File: config.mk
export PLATFORM = sky130hd
export DESIGN_NAME = exp_mul_axi4_lite_master_flat
export DESIGN_NICKNAME = d
export VERILOG_FILES = /design/src/rtl/exp_mul_axi4_lite_master_pkg.sv /design/src/rtl/exp_mul_axi4_lite_master_if.sv /design/src/rtl/exp_mul_axi4_lite_master_xfer.sv /design/src/rtl/exp_mul_axi4_lite_master.sv /design/src/flat_wrapper.sv
export SDC_FILE = /design/constraint.sdc
export NUM_CORES = 1
export LEC_CHECK = 0
export BUFFER_PORTS_ARGS = -buffer_cell sky130_fd_sc_hd__buf_2
export CORE_MARGIN = 4
export CORE_UTILIZATION = 46
export DETAILED_ROUTE_END_ITERATION = 8
export PLACE_DENSITY_LB_ADDON = 0.3
export SLEW_MARGIN = 10
export SYNTH_ARGS = -nofsm -noshare
export SYNTH_HDL_FRONTEND = slang
export SYNTH_SLANG_ARGS = --single-unit
File: constraint.sdc
create_clock -name M_AXI_ACLK -period 2.1 [get_ports M_AXI_ACLK]
set_clock_uncertainty 0.05 [all_clocks]
set_input_delay 0.21 -clock M_AXI_ACLK [delete_from_list [all_inputs] [get_ports M_AXI_ACLK]]
set_output_delay 0.21 -clock M_AXI_ACLK [all_outputs]
set_load 0.01 [all_outputs]
File: src/rtl/exp_mul_axi4_lite_master_pkg.sv
// Shared constants and state types for the exp/mul AXI4-Lite command sequencer.
// Register offsets are relative to the slave base address.
package exp_mul_axi_pkg;

    localparam logic [31:0] OFS_A     = 32'h0000_0000;
    localparam logic [31:0] OFS_B     = 32'h0000_0004;
    localparam logic [31:0] OFS_SEL   = 32'h0000_0008;
    localparam logic [31:0] OFS_START = 32'h0000_000C;
    localparam logic [31:0] OFS_P     = 32'h0000_0010;
    localparam logic [31:0] OFS_DONE  = 32'h0000_0014;

    localparam logic [1:0] RESP_OKAY = 2'b00;

    typedef enum logic [3:0] {
        ST_IDLE,
        ST_WR_A,
        ST_WR_B,
        ST_WR_SEL,
        ST_WR_START,
        ST_POLL_RD,
        ST_POLL_WAIT,
        ST_RD_P,
        ST_RESP
    } seq_state_e;

    typedef enum logic [1:0] {
        XF_IDLE,
        XF_WRITE,
        XF_READ
    } xfer_state_e;

endpackage

File: src/rtl/exp_mul_axi4_lite_master_if.sv
// AXI4-Lite bus bundle between the command sequencer (master) and the
// exp/mul register slave.
interface exp_mul_axi_if;
    logic [31:0] M_AXI_AWADDR;
    logic        M_AXI_AWVALID;
    logic        M_AXI_AWREADY;
    logic [31:0] M_AXI_WDATA;
    logic [3:0]  M_AXI_WSTRB;
    logic        M_AXI_WVALID;
    logic        M_AXI_WREADY;
    logic        M_AXI_BVALID;
    logic [1:0]  M_AXI_BRESP;
    logic        M_AXI_BREADY;
    logic [31:0] M_AXI_ARADDR;
    logic        M_AXI_ARVALID;
    logic        M_AXI_ARREADY;
    logic        M_AXI_RVALID;
    logic [31:0] M_AXI_RDATA;
    logic [1:0]  M_AXI_RRESP;
    logic        M_AXI_RREADY;

    modport master (
        output M_AXI_AWADDR, M_AXI_AWVALID, M_AXI_WDATA, M_AXI_WSTRB, M_AXI_WVALID,
               M_AXI_BREADY, M_AXI_ARADDR, M_AXI_ARVALID, M_AXI_RREADY,
        input  M_AXI_AWREADY, M_AXI_WREADY, M_AXI_BVALID, M_AXI_BRESP,
               M_AXI_ARREADY, M_AXI_RVALID, M_AXI_RDATA, M_AXI_RRESP
    );

    modport slave (
        input  M_AXI_AWADDR, M_AXI_AWVALID, M_AXI_WDATA, M_AXI_WSTRB, M_AXI_WVALID,
               M_AXI_BREADY, M_AXI_ARADDR, M_AXI_ARVALID, M_AXI_RREADY,
        output M_AXI_AWREADY, M_AXI_WREADY, M_AXI_BVALID, M_AXI_BRESP,
               M_AXI_ARREADY, M_AXI_RVALID, M_AXI_RDATA, M_AXI_RRESP
    );
endinterface

File: src/rtl/exp_mul_axi4_lite_master_xfer.sv
// Single AXI4-Lite write or read handshake engine; done_o pulses for one cycle
// with the captured response (and read data for reads).
module axi_lite_single_xfer
    import exp_mul_axi_pkg::*;
(
    input  logic          clk_i,
    input  logic          rst_i,
    input  logic          start_i,
    input  logic          is_write_i,
    input  logic [31:0]   addr_i,
    input  logic [31:0]   wdata_i,
    output logic          done_o,
    output logic [31:0]   rdata_o,
    output logic [1:0]    resp_o,
    exp_mul_axi_if.master axi
);

    xfer_state_e state_q;
    logic        aw_done_q, w_done_q, done_q;
    logic        awvalid_q, wvalid_q, bready_q, arvalid_q, rready_q;
    logic [31:0] awaddr_q, wdata_q, araddr_q, rdata_q;
    logic [3:0]  wstrb_q;
    logic [1:0]  resp_q;

    always_ff @(posedge clk_i) begin
        if (rst_i) begin
            state_q   <= XF_IDLE;
            aw_done_q <= 1'b0;
            w_done_q  <= 1'b0;
            done_q    <= 1'b0;
            awvalid_q <= 1'b0;
            wvalid_q  <= 1'b0;
            bready_q  <= 1'b0;
            arvalid_q <= 1'b0;
            rready_q  <= 1'b0;
            awaddr_q  <= '0;
            wdata_q   <= '0;
            araddr_q  <= '0;
            rdata_q   <= '0;
            wstrb_q   <= '0;
            resp_q    <= RESP_OKAY;
        end else begin
            done_q <= 1'b0;
            unique case (state_q)
                XF_IDLE: begin
                    if (start_i && is_write_i) begin
                        state_q   <= XF_WRITE;
                        awaddr_q  <= addr_i;
                        wdata_q   <= wdata_i;
                        wstrb_q   <= 4'hF;
                        awvalid_q <= 1'b1;
                        wvalid_q  <= 1'b1;
                        aw_done_q <= 1'b0;
                        w_done_q  <= 1'b0;
                    end else if (start_i) begin
                        state_q   <= XF_READ;
                        araddr_q  <= addr_i;
                        arvalid_q <= 1'b1;
                    end
                end
                XF_WRITE: begin
                    // AW and W retire independently; B is only accepted once both have.
                    if (awvalid_q && axi.M_AXI_AWREADY) begin
                        awvalid_q <= 1'b0;
                        aw_done_q <= 1'b1;
                    end
                    if (wvalid_q && axi.M_AXI_WREADY) begin
                        wvalid_q <= 1'b0;
                        w_done_q <= 1'b1;
                    end
                    if (aw_done_q && w_done_q && !bready_q) begin
                        bready_q <= 1'b1;
                    end
                    if (bready_q && axi.M_AXI_BVALID) begin
                        bready_q  <= 1'b0;
                        aw_done_q <= 1'b0;
                        w_done_q  <= 1'b0;
                        resp_q    <= axi.M_AXI_BRESP;
                        done_q    <= 1'b1;
                        state_q   <= XF_IDLE;
                    end
                end
                XF_READ: begin
                    if (arvalid_q && axi.M_AXI_ARREADY) begin
                        arvalid_q <= 1'b0;
                        rready_q  <= 1'b1;
                    end
                    if (rready_q && axi.M_AXI_RVALID) begin
                        rready_q <= 1'b0;
                        rdata_q  <= axi.M_AXI_RDATA;
                        resp_q   <= axi.M_AXI_RRESP;
                        done_q   <= 1'b1;
                        state_q  <= XF_IDLE;
                    end
                end
                default: state_q <= XF_IDLE;
            endcase
        end
    end

    assign axi.M_AXI_AWADDR  = awaddr_q;
    assign axi.M_AXI_AWVALID = awvalid_q;
    assign axi.M_AXI_WDATA   = wdata_q;
    assign axi.M_AXI_WSTRB   = wstrb_q;
    assign axi.M_AXI_WVALID  = wvalid_q;
    assign axi.M_AXI_BREADY  = bready_q;
    assign axi.M_AXI_ARADDR  = araddr_q;
    assign axi.M_AXI_ARVALID = arvalid_q;
    assign axi.M_AXI_RREADY  = rready_q;
    assign done_o            = done_q;
    assign rdata_o           = rdata_q;
    assign resp_o            = resp_q;

endmodule

File: src/rtl/exp_mul_axi4_lite_master.sv
// Command sequencer: programs A, B, SELECT, START, polls DONE, reads P.
// Optional DONE-poll timeout is built when EXPM_POLL_TIMEOUT_EN is defined.
module exp_mul_axi4_lite_master
    import exp_mul_axi_pkg::*;
#(
    parameter logic [31:0] BASE_ADDR  = 32'h7c80_0000,
    parameter int unsigned POLL_GAP   = 4,
    parameter int unsigned POLL_LIMIT = 1023
) (
    input  logic          M_AXI_ACLK,
    input  logic          M_AXI_ARESET,
    input  logic          req_valid,
    output logic          req_ready,
    input  logic [31:0]   req_a,
    input  logic [31:0]   req_b,
    input  logic          req_sel,
    output logic          rsp_valid,
    output logic [31:0]   rsp_data,
    output logic          rsp_err,
    exp_mul_axi_if.master m_axi
);

    localparam logic [7:0] GAP_LAST = (POLL_GAP > 0) ? 8'(POLL_GAP - 1) : 8'd0;

    seq_state_e  state_q;
    logic        req_ready_q, rsp_valid_q, rsp_err_q, sel_q, err_q, issued_q;
    logic [31:0] a_q, b_q, rsp_data_q;
    logic [7:0]  gap_q;
`ifdef EXPM_POLL_TIMEOUT_EN
    logic [31:0] poll_cnt_q;
`endif

    logic        xfer_start_d, xfer_is_write_d, xfer_done;
    logic [31:0] xfer_addr_d, xfer_wdata_d, xfer_rdata;
    logic [1:0]  xfer_resp;

    // One transfer per transfer-owning state; issued_q stops a re-launch while it runs.
    always_comb begin
        xfer_start_d    = 1'b0;
        xfer_is_write_d = 1'b0;
        xfer_addr_d     = BASE_ADDR;
        xfer_wdata_d    = '0;
        unique case (state_q)
            ST_WR_A:     begin xfer_start_d = !issued_q; xfer_is_write_d = 1'b1;
                               xfer_addr_d = BASE_ADDR + OFS_A;     xfer_wdata_d = a_q; end
            ST_WR_B:     begin xfer_start_d = !issued_q; xfer_is_write_d = 1'b1;
                               xfer_addr_d = BASE_ADDR + OFS_B;     xfer_wdata_d = b_q; end
            ST_WR_SEL:   begin xfer_start_d = !issued_q; xfer_is_write_d = 1'b1;
                               xfer_addr_d = BASE_ADDR + OFS_SEL;   xfer_wdata_d = {31'b0, sel_q}; end
            ST_WR_START: begin xfer_start_d = !issued_q; xfer_is_write_d = 1'b1;
                               xfer_addr_d = BASE_ADDR + OFS_START; xfer_wdata_d = 32'd1; end
            ST_POLL_RD:  begin xfer_start_d = !issued_q; xfer_addr_d = BASE_ADDR + OFS_DONE; end
            ST_RD_P:     begin xfer_start_d = !issued_q; xfer_addr_d = BASE_ADDR + OFS_P; end
            default: ;
        endcase
    end

    axi_lite_single_xfer u_xfer (
        .clk_i      (M_AXI_ACLK),
        .rst_i      (M_AXI_ARESET),
        .start_i    (xfer_start_d),
        .is_write_i (xfer_is_write_d),
        .addr_i     (xfer_addr_d),
        .wdata_i    (xfer_wdata_d),
        .done_o     (xfer_done),
        .rdata_o    (xfer_rdata),
        .resp_o     (xfer_resp),
        .axi        (m_axi)
    );

    always_ff @(posedge M_AXI_ACLK) begin
        if (M_AXI_ARESET) begin
            state_q     <= ST_IDLE;
            req_ready_q <= 1'b1;
            rsp_valid_q <= 1'b0;
            rsp_data_q  <= '0;
            rsp_err_q   <= 1'b0;
            a_q         <= '0;
            b_q         <= '0;
            sel_q       <= 1'b0;
            err_q       <= 1'b0;
            issued_q    <= 1'b0;
            gap_q       <= '0;
`ifdef EXPM_POLL_TIMEOUT_EN
            poll_cnt_q  <= '0;
`endif
        end else begin
            rsp_valid_q <= 1'b0;
            if (xfer_start_d) issued_q <= 1'b1;
            // Error is sticky but never cuts the program short.
            if (xfer_done) begin
                issued_q <= 1'b0;
                if (xfer_resp != RESP_OKAY) err_q <= 1'b1;
            end
            unique case (state_q)
                ST_IDLE: begin
                    if (req_valid && req_ready_q) begin
                        a_q         <= req_a;
                        b_q         <= req_b;
                        sel_q       <= req_sel;
                        err_q       <= 1'b0;
                        req_ready_q <= 1'b0;
                        state_q     <= ST_WR_A;
`ifdef EXPM_POLL_TIMEOUT_EN
                        poll_cnt_q  <= '0;
`endif
                    end
                end
                ST_WR_A:     if (xfer_done) state_q <= ST_WR_B;
                ST_WR_B:     if (xfer_done) state_q <= ST_WR_SEL;
                ST_WR_SEL:   if (xfer_done) state_q <= ST_WR_START;
                ST_WR_START: if (xfer_done) state_q <= ST_POLL_RD;
                ST_POLL_RD: begin
                    if (xfer_done) begin
                        if (xfer_rdata[0]) begin
                            state_q <= ST_RD_P;
                        end
`ifdef EXPM_POLL_TIMEOUT_EN
                        else if (poll_cnt_q + 32'd1 == POLL_LIMIT) begin
                            state_q     <= ST_RESP;
                            rsp_valid_q <= 1'b1;
                            rsp_data_q  <= '0;
                            rsp_err_q   <= 1'b1;
                        end
`endif
                        else if (POLL_GAP == 0) begin
                            state_q <= ST_POLL_RD;
                        end else begin
                            state_q <= ST_POLL_WAIT;
                            gap_q   <= '0;
                        end
`ifdef EXPM_POLL_TIMEOUT_EN
                        poll_cnt_q <= poll_cnt_q + 32'd1;
`endif
                    end
                end
                ST_POLL_WAIT: begin
                    if (gap_q == GAP_LAST) state_q <= ST_POLL_RD;
                    else                   gap_q   <= gap_q + 8'd1;
                end
                ST_RD_P: begin
                    if (xfer_done) begin
                        state_q     <= ST_RESP;
                        rsp_valid_q <= 1'b1;
                        rsp_data_q  <= xfer_rdata;
                        rsp_err_q   <= err_q | (xfer_resp != RESP_OKAY);
                    end
                end
                ST_RESP: begin
                    state_q     <= ST_IDLE;
                    req_ready_q <= 1'b1;
                end
                default: state_q <= ST_IDLE;
            endcase
        end
    end

    assign req_ready = req_ready_q;
    assign rsp_valid = rsp_valid_q;
    assign rsp_data  = rsp_data_q;
    assign rsp_err   = rsp_err_q;

endmodule

File: src/flat_wrapper.sv
// flat-port wrapper written by rule: the top's interface ports become plain ports
module exp_mul_axi4_lite_master_flat import exp_mul_axi_pkg::*;
#(
    parameter logic [31:0] BASE_ADDR  = 32'h7c80_0000,
    parameter int unsigned POLL_GAP   = 4,
    parameter int unsigned POLL_LIMIT = 1023
)
  (M_AXI_ACLK, M_AXI_ARESET, req_valid, req_ready, req_a, req_b, req_sel, rsp_valid, rsp_data, rsp_err, m_axi_M_AXI_AWADDR, m_axi_M_AXI_AWVALID, m_axi_M_AXI_WDATA, m_axi_M_AXI_WSTRB, m_axi_M_AXI_WVALID, m_axi_M_AXI_BREADY, m_axi_M_AXI_ARADDR, m_axi_M_AXI_ARVALID, m_axi_M_AXI_RREADY, m_axi_M_AXI_AWREADY, m_axi_M_AXI_WREADY, m_axi_M_AXI_BVALID, m_axi_M_AXI_BRESP, m_axi_M_AXI_ARREADY, m_axi_M_AXI_RVALID, m_axi_M_AXI_RDATA, m_axi_M_AXI_RRESP);
  exp_mul_axi_if m_axi_i ();
  input  logic M_AXI_ACLK;
  input  logic M_AXI_ARESET;
  input  logic req_valid;
  output logic req_ready;
  input  logic [31:0] req_a;
  input  logic [31:0] req_b;
  input  logic req_sel;
  output logic rsp_valid;
  output logic [31:0] rsp_data;
  output logic rsp_err;
  output wire logic [$bits(m_axi_i.M_AXI_AWADDR)-1:0] m_axi_M_AXI_AWADDR;
  output wire logic [$bits(m_axi_i.M_AXI_AWVALID)-1:0] m_axi_M_AXI_AWVALID;
  output wire logic [$bits(m_axi_i.M_AXI_WDATA)-1:0] m_axi_M_AXI_WDATA;
  output wire logic [$bits(m_axi_i.M_AXI_WSTRB)-1:0] m_axi_M_AXI_WSTRB;
  output wire logic [$bits(m_axi_i.M_AXI_WVALID)-1:0] m_axi_M_AXI_WVALID;
  output wire logic [$bits(m_axi_i.M_AXI_BREADY)-1:0] m_axi_M_AXI_BREADY;
  output wire logic [$bits(m_axi_i.M_AXI_ARADDR)-1:0] m_axi_M_AXI_ARADDR;
  output wire logic [$bits(m_axi_i.M_AXI_ARVALID)-1:0] m_axi_M_AXI_ARVALID;
  output wire logic [$bits(m_axi_i.M_AXI_RREADY)-1:0] m_axi_M_AXI_RREADY;
  input wire logic [$bits(m_axi_i.M_AXI_AWREADY)-1:0] m_axi_M_AXI_AWREADY;
  input wire logic [$bits(m_axi_i.M_AXI_WREADY)-1:0] m_axi_M_AXI_WREADY;
  input wire logic [$bits(m_axi_i.M_AXI_BVALID)-1:0] m_axi_M_AXI_BVALID;
  input wire logic [$bits(m_axi_i.M_AXI_BRESP)-1:0] m_axi_M_AXI_BRESP;
  input wire logic [$bits(m_axi_i.M_AXI_ARREADY)-1:0] m_axi_M_AXI_ARREADY;
  input wire logic [$bits(m_axi_i.M_AXI_RVALID)-1:0] m_axi_M_AXI_RVALID;
  input wire logic [$bits(m_axi_i.M_AXI_RDATA)-1:0] m_axi_M_AXI_RDATA;
  input wire logic [$bits(m_axi_i.M_AXI_RRESP)-1:0] m_axi_M_AXI_RRESP;
  assign m_axi_M_AXI_AWADDR = m_axi_i.M_AXI_AWADDR;
  assign m_axi_M_AXI_AWVALID = m_axi_i.M_AXI_AWVALID;
  assign m_axi_M_AXI_WDATA = m_axi_i.M_AXI_WDATA;
  assign m_axi_M_AXI_WSTRB = m_axi_i.M_AXI_WSTRB;
  assign m_axi_M_AXI_WVALID = m_axi_i.M_AXI_WVALID;
  assign m_axi_M_AXI_BREADY = m_axi_i.M_AXI_BREADY;
  assign m_axi_M_AXI_ARADDR = m_axi_i.M_AXI_ARADDR;
  assign m_axi_M_AXI_ARVALID = m_axi_i.M_AXI_ARVALID;
  assign m_axi_M_AXI_RREADY = m_axi_i.M_AXI_RREADY;
  assign m_axi_i.M_AXI_AWREADY = m_axi_M_AXI_AWREADY;
  assign m_axi_i.M_AXI_WREADY = m_axi_M_AXI_WREADY;
  assign m_axi_i.M_AXI_BVALID = m_axi_M_AXI_BVALID;
  assign m_axi_i.M_AXI_BRESP = m_axi_M_AXI_BRESP;
  assign m_axi_i.M_AXI_ARREADY = m_axi_M_AXI_ARREADY;
  assign m_axi_i.M_AXI_RVALID = m_axi_M_AXI_RVALID;
  assign m_axi_i.M_AXI_RDATA = m_axi_M_AXI_RDATA;
  assign m_axi_i.M_AXI_RRESP = m_axi_M_AXI_RRESP;
  exp_mul_axi4_lite_master #(.BASE_ADDR(BASE_ADDR), .POLL_GAP(POLL_GAP), .POLL_LIMIT(POLL_LIMIT)) u_core (.M_AXI_ACLK(M_AXI_ACLK), .M_AXI_ARESET(M_AXI_ARESET), .req_valid(req_valid), .req_ready(req_ready), .req_a(req_a), .req_b(req_b), .req_sel(req_sel), .rsp_valid(rsp_valid), .rsp_data(rsp_data), .rsp_err(rsp_err), .m_axi(m_axi_i));
endmodule
* Yosys cells after proc, flatten, opt, wreduce, memory -nomap -nowiden
Cells that the tools add are included.
Widths: inputs -> output; s select.
** Cells by class
- Add/subtract/negate cells :: 1
- Shift-type cells :: 0
- $mul :: 0
- Multiplexer cells :: 56
- Reductions and logical operators :: 42
- $lt $le $gt $ge :: 0
- Bitwise logic cells :: 3
- Eq/ne operators :: 32
- Divide/modulo/power cells :: 0
** Operators by type and width (number)
- $pmux 32 s4 :: 1
- $mux 4 :: 8
- $ne 2x2->1 const B :: 16
- $pmux 4 s8 :: 1
- $mux 1 :: 26
- $pmux 5 s5 :: 1
- $mux 8 :: 3
- $reduce_and 3->1 :: 7
- $eq 4x3->1 const B :: 4
- $pmux 8 s2 :: 1
- $reduce_bool 2->1 :: 8
- $pmux 1 s2 :: 7
- $reduce_and 2->1 :: 7
- $mux 2 :: 6
- $logic_and 1x1->1 :: 9
- $ne 3x3->1 const B :: 3
- $add 8x1->8 const B :: 1
- $eq 4x2->1 const B :: 2
- $eq 8x2->1 const B :: 1
- $reduce_and 4->1 :: 2
- $reduce_and 8->1 :: 1
- $pmux 2 s3 :: 1
- $reduce_or 6->1 :: 1
- $eq 4x1->1 const B :: 1
- other kinds (12) :: 16
** Word-level totals
- Memories kept :: 0
- Flip-flop bits (word level) :: 255
- Latch bits :: 0
- Bits in read-only memories :: 0
- RAM bits :: 0
- Input bits :: 109

* Logic depth before layout (Yosys ltp)
Gate-level depths: netlist (run 1).
- Depth in word-level cells :: 6
- Mapped depth :: 8
- Mapped depth without buffers :: 6

* By module
A second synthesis (run 1) with hierarchy kept.
** Second synthesis, totals
- Cell total of the unflattened synthesis :: 1221
- Area, all modules :: 9696.8 um^2
** Modules (own cells, without submodules)
- axi_lite_single_xfer :: times used 1, cells each 639, seq. area each 2822.7 um^2, area each 5093.6 um^2
- exp_mul_axi4_lite_master :: times used 1, cells each 582, seq. area each 2282.2 um^2, area each 4603.2 um^2

* Worst setup path before layout (run 1)
Ideal clock, no wire load.
- Path kind :: reg2reg
- Start :: register u_core.gap_q[0]
- End :: register u_core.state_q[1]
- Cell stages (with the launch flop) :: 6
- Setup time :: 0.122 ns
- Slack :: 0.184 ns
- Data required time :: 1.928 ns
- Path buffers :: 0
- Clock period less this slack :: 1.916 ns
- Arrival :: 1.744 ns
- Cell sequence :: dfxtp_1 > ha_1 > or4b_4 > o41ai_4 > nand3_2 > o311a_1
** Between the ends
- Longest elaborated chain between the ends :: 3
** RTL lines
- start, declared :: RTL line exp_mul_axi4_lite_master.sv:28 : logic [7:0] gap_q;
- start signal, assigned :: RTL line exp_mul_axi4_lite_master.sv:139 : else gap_q <= gap_q + 8'd1;
- $eq 8x2->1 :: RTL line exp_mul_axi4_lite_master.sv:138 : if (gap_q == GAP_LAST) state_q <= ST_POLL_RD;
- $ne 2x1->1 (no line)
- $reduce_and 8->1 (no line)
- end signal, assigned :: RTL line exp_mul_axi4_lite_master.sv:138
- end signal, assigned :: RTL line exp_mul_axi4_lite_master.sv:143 : state_q <= ST_RESP;
- end signal, assigned :: RTL line exp_mul_axi4_lite_master.sv:150 : state_q <= ST_IDLE;
- end, declared :: RTL line exp_mul_axi4_lite_master.sv:25 : seq_state_e state_q;
No other way between the ends.
A chain may end at the register's enable or synchronous reset.

* Worst setup path after layout (run 1)
Same ends and word-level chain as after synthesis.

==> results.md, run 1 <==
- Drt first pass iters: 4
- Seq pwr share: 38.9%
- Final setup fails: 0
- Initial antenna violation count: 0
- Share of cells above drive strength 1: 21.8%
- Total gr overflow: 0
- Status: finished, final reports clean
- Vias: 7393
- Max_cap viols: 0
- Worst Path Required: 2350 ps
- Number of setup buffers added after CTS: 0
- Crit path cell chain: ha_1, or4b_4, o41ai_4, nand3_2, o311a_1
- WHS Endpoint: u_core.req_ready
- Port bufs: 202
- Die height: 140 µm
- Drt initial violations: 381
- Post-Synthesis Cells: 983
- HP Class: primary input to register
- Yosys cell types: 57
- EDFF count, synth: 0
- Worst R2R Setup Slack: 130 ps
- Layout area overhead: 31.6%
- Measured slew at the worst slew-check pin: 584 ps
- Final setup TNS: 0 ps
- Register area share after synthesis: 49.3%
- Power Density: 1140 nW/µm²
- Most frequent cells in the layout: nand2_1, buf_2, dfxtp_1
- Synth area leaders: dfxtp_1, nand2_1, a21oi_1
- Seq cells post-synth: 198
- Total GRT Usage: 20.9%
- CP endpoint kind: register
- ANT cells: 0
- Final Hold Viols: 0
- Max stage delay cell, worst path: or4b_4
- Worst r2r src: u_core.gap_q[0]
- First-pass GRT wire length: 34.4 mm
- Clk_lat worst skew: 420 ps
- Worst stage delay on the critical path: 480 ps
- Worst hold stages: 3
- Initial Utilization: 46.6%
- Core Box Area: 17200 µm²
- Residual DRC: 0
- Yosys top cell by area: dfxtp_1
- RSZ-0062 raised after global routing: false
- Final Critical Period: 1970 ps
- Vias in the first global route: 7085
- Max Clock Freq: 507 MHz
- Clk slew on worst S/H paths: 70 ps
- LEAKAGE: 4.32 nW
- Die area: 19700 µm²
- Setup WS post-layout: 127 ps
- Crit path DAT: 2230 ps
- CTS tree: yes
- Avg Cell Area, Syn: 8.18 µm²
- Path type of the worst setup path: register to register
- Fin nets: 1350
- TritonCTS Sinks: 198
- Cell Rows: 48
- Internal Power: 7.77 mW
- Reg2reg path depth: 5
- H-tree depth: 4
- Power, Total: 12.1 mW
- Largest net degree at the start of global routing: 84
- HPWL after detailed placement: 13.3 mm
- Tcrit/Tclk final: 94.0%
- Place WS: 154 ps
- Gp weighted congestion: 0.822
- Ys flop type: dfxtp_1
- CTS resizes: 0
- Cell area after synthesis: 8040 µm²
- RR Endpoint: u_core.state_q[1]
- Worst slew margin: 61.0%
- Die W: 140 µm
- I/O pins: 249
- Sw power: 4.30 mW
- Hold_sp: req_valid
- Top-area cell type share of the netlist area: 49.3%
- Power share of the combinational group: 34.2%
- Drt wl/cell: 14.3 µm
- CP startpoint kind: register
- Share of flip-flops with an asynchronous set or reset: 0%
- Max IR drop VDD: 0.684 mV
- CP Max Fanout: 4
- Warnings, synthesis: 0
- Sw frac: 35.6%
- Max Root-Sink Buffers: 2
- Clock network fraction of total power: 26.8%
- Hold buffers post-CTS: 97
- Max-slew violation count: 0
- Num CTS Buffers: 17
- Via-to-Cell Ratio: 5.01
- Routed WL: 21.1 mm
- Clk root buf: clkbuf_16
- Commonest non-fill, non-tap cell in the layout: nand2_1
- Post-DRT Antenna Nets: 0
## registers in the layout, summed over array words and instances, names as in the netlist, 4 cells and up
register	flops
u_core.u_xfer.rdata_o	32
u_core.rsp_data	32
u_core.a_q	32
u_core.b_q	32
u_core.u_xfer.axi.M_AXI_AWADDR	4
u_core.gap_q	8
u_core.u_xfer.axi.M_AXI_ARADDR	4
u_core.u_xfer.axi.M_AXI_WDATA	32
u_core.state_q	4
## area by class of cell
class | count | area [µm²]
Clock buffer | 19 | 453
Clock inverter | 13 | 134
Fill cell | 1492 | 6650
Inverter | 8 | 30.0
Multi-Input combinational cell | 690 | 3470
Sequential cell | 198 | 3960
Tap cell | 225 | 282
Timing Repair Buffer | 322 | 2250
## metrics by stage
step	std cells	utilization, %	area (µm²)	hold WS [ps]
global route	1475	61.4	10600	51.9
finish	1475	61.4	10600	46.4
global placement	1346	52.4	9020	387
floorplan	1028	-	8210	296
detailed placement	1346	52.4	9020	392
CTS	1475	61.4	10600	27.7
## kinds of logic after synthesis
| group | Yosys count | synth area share (%) |
|---|---|---|
| fa+ha+maj | 4 | 0.622 |
| flops | 198 | 49.3 |
| buf+inv | 140 | 9.74 |
| mux | 6 | 0.763 |
| compound gates | 251 | 19.4 |
| xor+xnor | 2 | 0.218 |
| simple gates | 381 | 19.9 |
| other cells | 1 | 0.0466 |
## critical path: cells and delay by family (launching register included)
| kind | cells | cell delay, ps |
|---|---|---|
| AO/OA/AOI/OAI | 2 | 630 |
| adder cells (fa/ha/maj) | 1 | 190 |
| AND/OR/NAND/NOR | 2 | 620 |
| flip-flops | 1 | 370 |
## per-layer routing
layer | wire (µm) | track usage (%) | up-vias | part of all wire (%)
li1 | - | - | 3726 | -
met5 | 0 | 0 | - | 0
met1 | 9000 | 25.6 | 3403 | 43
met2 | 10400 | 35.4 | 222 | 49
met3 | 1250 | 5.53 | 42 | 5.9
met4 | 499 | 7.65 | 0 | 2.4
## cells in the mapped netlist, drive strengths merged (2+ instances only)
cell and number:
clkbuf 51, o31ai 3, nor2 54, o32ai 2
and4 3, a31o 2, a211oi 34, o41ai 3
a31oi 5, o2111ai 2, mux2i 5, or2 2
buf 81, a21o 3, inv 8, nor3b 3
a21oi 147, nor4b 2, nand2 275, nor2b 5
and3 3, nand3 11, o21ai 8, nand4 3
a22oi 31, or3 4, nand2b 3, xor2 2
dfxtp 198, nand3b 3, nor3 6, ha 4
a2111o 2
## power groups by stage
stage / Clock, mW / Combinational [mW] / Sequential [mW]
2_1_floorplan: 0 / 2.63 / 4.89
4_1_cts: 3.31 / 4.15 / 4.70
5_1_grt: 3.47 / 4.58 / 4.78
3_3_place_gp: 0 / 3.94 / 4.75
3_5_place_dp: 0 / 4.00 / 4.78
6_report: 3.24 / 4.13 / 4.70
## worst max-delay path by stage
stage | startpoint | endpoint | slack [ps] | cells past startpoint
2_1_floorplan | u_core.gap_q[0] | u_core.state_q[1] | 180 | 5
3_3_place_gp | u_core.gap_q[0] | u_core.state_q[0] | 200 | 6
3_5_place_dp | u_core.gap_q[0] | u_core.state_q[1] | 150 | 5
4_1_cts | u_core.gap_q[0] | u_core.state_q[1] | 140 | 5
5_1_grt | u_core.gap_q[0] | u_core.state_q[1] | 20 | 5
6_report | u_core.gap_q[0] | u_core.state_q[1] | 130 | 5
No activity file was read; power rests on OpenSTA's default activity.
==> run 2: changes to the inputs <==
Settings changed: BUFFER_PORTS_ARGS -buffer_cell sky130_fd_sc_hd__buf_2 to -buffer_cell sky130_fd_sc_hd__clkbuf_2.
==> run 2 against run 1 <==
Effect of this change: combinational power is 2% lower; sequential cell count did not move; first-iteration DRC count is 2.1% higher; die area stayed put; maximum frequency is 0.16% higher; clock power fell by 3%; sequential power is essentially flat; utilization down 0.17 points; sequential share of layout area up 0.10 points; critical path depth grew 1; via count up 0.49%.
==> results.md, run 2 (same netlist as run 1, synthesis figures left out) <==
- Clk slew on worst S/H paths: 70 ps
- Total gr overflow: 0
- Cell Rows: 48
- Worst Path Required: 2350 ps
- WHS: 37.9 ps
- Tcrit/Tclk final: 93.8%
- Die area: 19700 µm²
- CP endpoint kind: register
- Max Root-Sink Buffers: 2
- RSZ-0062 raised after global routing: false
- HP Class: primary input to register
- Measured slew at the worst slew-check pin: 595 ps
- Max Clock Freq: 508 MHz
- Most frequent cells in the layout: nand2_1, clkbuf_2, dfxtp_1
- Drt initial violations: 389
- Commonest non-fill, non-tap cell in the layout: nand2_1
- Largest net degree at the start of global routing: 76
- Post-DRT Antenna Nets: 0
- Die W: 140 µm
- Worst slew margin: 60.3%
- CTS tree: yes
- Vias: 7429
- CTS resizes: 0
- Max stage delay cell, worst path: or4b_4
- Initial Utilization: 46.6%
- Residual DRC: 0
- Initial antenna violation count: 0
- Final Critical Period: 1970 ps
- Fin nets: 1352
- Crit path DAT: 2220 ps
- Path type of the worst setup path: register to register
- Power Density: 1130 nW/µm²
- Routed WL: 20.9 mm
- Via-to-Cell Ratio: 5.03
- Clk root buf: clkbuf_16
- Clk_lat worst skew: 430 ps
- Fill count: 1525
- Layout area overhead: 31.3%
- Drt wl/cell: 14.1 µm
- Die height: 140 µm
- Core Box Area: 17200 µm²
- Final setup TNS: 0 ps
- Vias in the first global route: 6948
- Final Hold Viols: 0
- CP startpoint kind: register
- Port bufs: 202
- Num CTS Buffers: 17
- Final setup fails: 0
- Worst stage delay on the critical path: 480 ps
- Crit path cell chain: ha_1, or4b_4, o41ai_4, buf_4, a311o_1, o41ai_2
- ANT cells: 0
- Max-slew violation count: 0
- I/O pins: 249
- LEAKAGE: 4.26 nW
- HPWL after detailed placement: 13.0 mm
- Gp weighted congestion: 0.788
- Max_cap viols: 0
- Total GRT Usage: 20.7%
- H-tree depth: 4
- Max IR drop VDD: 0.728 mV
- Drt first pass iters: 5
- Share of cells above drive strength 1: 21.7%
- CP Max Fanout: 12
- First-pass GRT wire length: 34.0 mm
- Status: finished, final reports clean
- TritonCTS Sinks: 198
==> run 2: routing by layer <==
metal | vias to the layer above | global-route usage, % | part of all wire, %
met5 | - | 0 | 0
met4 | 0 | 6.58 | 2.5
met3 | 42 | 5.60 | 6.1
met2 | 220 | 35.3 | 50
met1 | 3436 | 25.5 | 42
li1 | 3731 | - | -
==> run 2: stage by stage <==
stage	utilization [%]	worst slack, ps	instances	total power [mW]	area (µm²)
5_1_grt	61.2	28.6	1476	12.7	10600
3_3_place_gp	52.3	186	1348	8.64	9010
2_1_floorplan	-	184	1028	7.52	8210
4_1_cts	61.2	153	1476	12.0	10600
3_5_place_dp	52.3	163	1348	8.70	9010
6_report	61.2	130	1476	11.9	10600
==> run 2: power breakdown <==
part	switching [mW]	total [mW]	leakage, nW	internal, mW
sequential	0.337	4.71	1.61	4.37
clock	1.40	3.14	0.273	1.74
combinational	2.44	4.05	2.38	1.61
==> run 2: final timing paths <==
path                             from            endpoint  slack (ps)  depth (start not counted)
min reg2reg  u_core.u_xfer.rdata_o[4]  u_core.rsp_data[4]         400                          2
max                   u_core.gap_q[0]   u_core.state_q[0]         130                          6
min                         req_valid    u_core.req_ready          40                          3
max reg2reg           u_core.gap_q[0]   u_core.state_q[0]         130                          6
==> run 2: area by class of cell <==
| cell class | count | area, µm² | share of cell area, % |
|---|---|---|---|
| clock buffers | 22 | 474 | 4.49 |
| clock inverters | 9 | 93.8 | 0.889 |
| inverters | 8 | 30.0 | 0.285 |
| multi-input cells | 690 | 3470 | 32.9 |
| flip-flops and latches | 198 | 3960 | 37.6 |
| well taps | 225 | 282 | 2.67 |
| repair buffers | 324 | 2240 | 21.2 |
==> run 2: critical path, delay by kind of cell, from the launching register on <==
kind | cells | cell delay [ps]
AND/OR/NAND/NOR | 1 | 480
flip-flops | 1 | 360
adder cells (fa/ha/maj) | 1 | 190
buffers and inverters | 1 | 250
AO/OA/AOI/OAI | 3 | 510
==> run 2: timing repair <==
item,CTS,global route
endpoints found under the hold margin,97,0
buffers inserted,0,0
hold buffers,97,0
